[config.mk]
export PLATFORM = sky130hd
export DESIGN_NAME = cpu_sequencer_m
export DESIGN_NICKNAME = d
export VERILOG_FILES = /design/src/rtl/cpu_seq_pkg.sv /design/src/rtl/next_pc_m.sv /design/src/rtl/cpu_sequencer_m.sv
export SDC_FILE = /design/constraint.sdc
export NUM_CORES = 1
export LEC_CHECK = 0
export ABC_AREA = 1
export ABC_CLOCK_PERIOD_IN_PS = 5100
export CAP_MARGIN = 20
export CORE_ASPECT_RATIO = 0.8
export CORE_MARGIN = 2
export CORE_UTILIZATION = 55
export DETAILED_ROUTE_END_ITERATION = 6
export PLACE_DENSITY_LB_ADDON = 0.2
export SYNTH_ARGS = -nofsm -noshare
export SYNTH_HDL_FRONTEND = slang
export SYNTH_HIERARCHICAL = 1
export SYNTH_SLANG_ARGS = --single-unit
[constraint.sdc]
create_clock -name clk -period 5.1 [get_ports clk]
set_input_delay 1.275 -clock clk [delete_from_list [all_inputs] [get_ports clk]]
set_output_delay 1.275 -clock clk [all_outputs]
set_load 0.005 [all_outputs]
[src/rtl/cpu_seq_pkg.sv]
// Shared types and constants for the multi-cycle LEGv8 control sequencer.
package cpu_seq_pkg;

  typedef enum logic [2:0] {
    S_FETCH     = 3'd0,
    S_DECODE    = 3'd1,
    S_EXECUTE   = 3'd2,
    S_MEMORY    = 3'd3,
    S_WRITEBACK = 3'd4,
    S_HALT      = 3'd5
  } state_e;

  localparam int CBNZ_BIT     = 24;
  localparam int BRANCH_SHIFT = 2;

  typedef struct packed {
    logic imem_req;
    logic dmem_req;
    logic dmem_we;
    logic reg_write_en;
  } strobe_t;

endpackage

[src/rtl/next_pc_m.sv]
// Branch resolution and next-PC computation for B/CBZ/CBNZ and sequential flow.
module next_pc_m
  import cpu_seq_pkg::*;
#(
  parameter int PC_WIDTH = 32
) (
  input  logic [PC_WIDTH-1:0] pc,
  input  logic [31:0]         immediate,
  input  logic                Uncondbranch,
  input  logic                Branch,
  input  logic                zeroflag,
  input  logic                cbnz,
  output logic [PC_WIDTH-1:0] next_pc,
  output logic                taken
);

  localparam int OW = (PC_WIDTH > 32) ? PC_WIDTH : 32;

  logic signed [OW-1:0]  imm_ext;
  logic [PC_WIDTH-1:0]   offset;

  // Word offset sign-extended before scaling so negative branches wrap correctly.
  assign imm_ext = OW'($signed(immediate));
  assign offset  = PC_WIDTH'(imm_ext <<< BRANCH_SHIFT);
  assign taken   = Uncondbranch | (Branch & (cbnz ? ~zeroflag : zeroflag));
  assign next_pc = taken ? pc + offset : pc + PC_WIDTH'(4);

endmodule

[src/rtl/cpu_sequencer_m.sv]
// Multi-cycle FETCH/DECODE/EXECUTE/MEMORY/WRITEBACK sequencer: owns pc, ir and retire count.
module cpu_sequencer_m
  import cpu_seq_pkg::*;
#(
  parameter int                PC_WIDTH = 32,
  parameter logic [PC_WIDTH-1:0] RESET_PC = '0
) (
  input  logic                clk,
  input  logic                reset_n,
  output logic                imem_req,
  input  logic                imem_ack,
  input  logic [31:0]         imem_rdata,
  output logic [31:0]         ir,
  output logic [PC_WIDTH-1:0] pc,
  input  logic                Uncondbranch,
  input  logic                Branch,
  input  logic                MemRead,
  input  logic                MemWrite,
  input  logic                RegWrite,
  input  logic [31:0]         immediate,
  input  logic                zeroflag,
  output logic                dmem_req,
  output logic                dmem_we,
  input  logic                dmem_ack,
  output logic                reg_write_en,
  input  logic                halt_req,
  output logic                halted,
  output logic [31:0]         instr_count
);

  state_e              state, state_nx;
  strobe_t             strb;
  logic                retire;
  logic [PC_WIDTH-1:0] npc_c, npc_q;
  logic                taken_unused;

  next_pc_m #(.PC_WIDTH(PC_WIDTH)) u_next_pc (
    .pc          (pc),
    .immediate   (immediate),
    .Uncondbranch(Uncondbranch),
    .Branch      (Branch),
    .zeroflag    (zeroflag),
    .cbnz        (ir[CBNZ_BIT]),
    .next_pc     (npc_c),
    .taken       (taken_unused)
  );

  always_ff @(posedge clk or negedge reset_n) begin
    if (!reset_n) begin
      state       <= S_FETCH;
      pc          <= RESET_PC;
      ir          <= '0;
      instr_count <= '0;
      npc_q       <= RESET_PC;
    end else begin
      state <= state_nx;
      if (state == S_FETCH && imem_ack) ir <= imem_rdata;
      if (state == S_EXECUTE) npc_q <= npc_c;
      if (retire) begin
        pc          <= (state == S_EXECUTE) ? npc_c : npc_q;
        instr_count <= instr_count + 32'd1;
      end
    end
  end

  always_comb begin
    state_nx = state;
    retire   = 1'b0;
    strb     = '0;
    case (state)
      S_FETCH: begin
        strb.imem_req = 1'b1;
        if (imem_ack) state_nx = S_DECODE;
      end
      S_DECODE: state_nx = S_EXECUTE;
      S_EXECUTE: begin
        if (MemRead || MemWrite) state_nx = S_MEMORY;
        else if (RegWrite)       state_nx = S_WRITEBACK;
        else                     retire   = 1'b1;
      end
      S_MEMORY: begin
        // MemRead and MemWrite together behave as a store.
        strb.dmem_req = 1'b1;
        strb.dmem_we  = MemWrite;
        if (dmem_ack) begin
          if (MemWrite) retire   = 1'b1;
          else          state_nx = S_WRITEBACK;
        end
      end
      S_WRITEBACK: begin
        strb.reg_write_en = 1'b1;
        retire            = 1'b1;
      end
      S_HALT:  state_nx = S_HALT;
      default: state_nx = S_FETCH;
    endcase
    if (retire) state_nx = halt_req ? S_HALT : S_FETCH;
  end

  // Reset parks the FSM in FETCH, so the fetch request must be masked while reset is held.
  assign imem_req     = strb.imem_req & reset_n;
  assign dmem_req     = strb.dmem_req;
  assign dmem_we      = strb.dmem_we;
  assign reg_write_en = strb.reg_write_en;
  assign halted       = (state == S_HALT);

endmodule

==> impl_metrics.json <==
{
  "status": "finished, final reports clean",
  "vias": 7746,
  "path_clk_slew_ns": 0.06,
  "syn2layout_area_growth_pct": 29.46,
  "tns_ns": 0,
  "synth_area_sq_um": 8257,
  "placementRows": 40,
  "die-area_sq_um": 16010,
  "nets": 1440,
  "fin_crit_sh_pct": 72.98,
  "ys_warn_count": 6,
  "viasPerCell": 5.043,
  "endpoint_kind": "primary output",
  "fin_ws_ns": 1.378,
  "coreArea_sq_um": 14860,
  "insertion_delay_ns": 0.43,
  "ys_seq_area_share_pct": 39.70,
  "cts_resized": 0,
  "clock_path_buffers": 2,
  "final_common_cell": "nand2_1",
  "synth_top_cells_by_area": "dfrtp_1, nand2_1, inv_1, nor2_1, ha_1",
  "crit_path_start_kind": "primary input",
  "synth_ff_type": "dfrtp_1",
  "overflow": 0,
  "final.setup_skew_ns": 0.009202,
  "cpPeakStageDelay_ns": 0.51,
  "synth_cells": 1161,
  "rsz0062_at_grt": "false",
  "worst-slew-pin-transition_ns": 0.8386,
  "io_buffer_count": 173,
  "crit_top_cell": "clkdlybuf4s50_1",
  "cts_setup_buffers": 0,
  "htree_levels": 4,
  "syn_nets": 1267,
  "grt_pass1_vias": 7614,
  "path_class": "primary input to primary output",
  "cp_cell_sequence": "clkdlybuf4s50_1 > inv_1 > nor2_1 > clkdlybuf4s50_1",
  "maxCapViolations": 0,
  "final_cell_mix": "nand2_1, clkdlybuf4s50_1, inv_1",
  "syn_avg_cell_area_sq_um": 7.112,
  "yosysTopAreaCell": "dfrtp_1",
  "cts-root-buf": "clkbuf_16",
  "antenna_cells": 0,
  "initial_core_util_pct": 55.55,
  "maxSlewViolCount": 0,
  "critical_path.max_fanout": 3,
  "max-slew-margin-rel_pct": 44.03,
  "cts_inserted_buffers": 17,
  "routed_wirelength_um": 21350,
  "gp_congestion": 0.9524,
  "hold-worst-slack_ns": 0.4762,
  "synth_edf_count": 0,
  "antenna_found_initial": 0,
  "io_pins": 176,
  "fin_crit_ns": 3.722,
  "grtUsageTotal_pct": 27.84,
  "finish.utilization_pct": 71.91,
  "drt_pass1_iterations": 5,
  "setup_viol": 0,
  "antenna_left": 0,
  "hpwl_um": 15840,
  "cts_tree": "done",
  "hold_buffers": 0,
  "clkSinkCount": 131,
  "routedWlPerCell_um": 13.90,
  "ys_async_sr_fraction_pct": 100.0,
  "hold_viol": 0,
  "peakVddDrop_v": 0.0003826,
  "place_ws_ns": 1.016,
  "leakagePower_nw": 5.433,
  "drcViolationCount": 0,
  "grt_pass1_wl_um": 35840,
  "synth-seq-cells": 131,
  "grt_max_degree": 65,
  "synth_top_area_share_pct": 39.70,
  "synthDistinctLibCells": 33,
  "critical-path-slowest-cell": "clkdlybuf4s50_1",
  "clock.fmax_mhz": 268.7,
  "die_y_um": 113.6,
  "power_density_nw_per_um2": 560.3,
  "drt_iter0_drc": 618,
  "required_ns": 3.83,
  "cp.arrival_ns": 2.45,
  "hold_path.class": "flip-flop to flip-flop",
  "die_w_um": 141.0,
  "drive_above_1_share_pct": 8.760
}
-- flip-flops by register name, indices dropped and copies added (netlist names) --
signal       count
state            3
instr_count     32
npc_q           32
ir              32
pc              32
-- through the flow --
step | instances | area (sq um) | power (W)
floorplan | 1161 | 8257 | 0.003649
global placement | 1504 | 10130 | 0.004720
detailed placement | 1504 | 10130 | 0.004806
CTS | 1536 | 10690 | 0.006009
global route | 1536 | 10690 | 0.006478
finish | 1536 | 10690 | 0.005989
-- report_power, final --
group	switching (W)	total, W	internal, W
clock network	0.000494	0.00117	0.000676
logic	0.00171	0.00309	0.00139
registers	0.000262	0.00173	0.00147
-- metal layers --
metal  share of wire, %  track usage (%)  up-vias
met5                  0                0        -
met4                1.6            8.867        0
met3                7.1            7.725       35
met2                 46            45.46      225
met1                 45            36.34     3562
li1                   -                -     3924
-- kinds of logic after synthesis --
logic type / after synthesis / synth area share [%]
compound gates: 63 / 4.789
fa+ha+maj: 31 / 4.789
xor+xnor: 32 / 3.394
mux: 32 / 4.364
flops: 131 / 39.70
simple gates: 685 / 33.79
buf+inv: 187 / 9.168
-- critical path, delay by kind of cell --
kind / cells / cell delay (ns)
simple gates: 1 / 0.10
buf+inv: 3 / 1.08
-- cells in the mapped netlist, types with 8 or more instances --
cell type,instances
nand2_1,448
inv_1,154
nor2_1,145
dfrtp_1,131
nand3_1,46
a31oi_1,32
mux2_2,32
ha_1,30
xor2_1,20
a21oi_1,18
nand2_2,15
xnor2_1,12
buf_2,11
nand4_1,9
inv_2,8
-- worst paths after layout --
kind | startpoint | end | slack [ns] | cells after the start
min reg2reg | npc_q[29] | npc_q[29] | 0.48 | 2
max | MemWrite | dmem_we | 1.38 | 4
min in group asynchronous | reset_n | npc_q[5] | 0.74 | 1
max in group asynchronous | reset_n | instr_count[22] | 3.33 | 2
min | npc_q[29] | npc_q[29] | 0.48 | 2
max reg2reg | state[0] | state[2] | 2.26 | 8
-- area by class of cell --
cell class / count / area (sq um)
clock buffers: 18 / 429.2
fillers: 1211 / 4175
clock inverters: 14 / 130.1
inverters: 162 / 608.1
multi-input cells: 843 / 4229
repair buffers: 179 / 1778
well taps: 189 / 236.5
flip-flops and latches: 131 / 3278
Power figures use the tool's default switching activity.
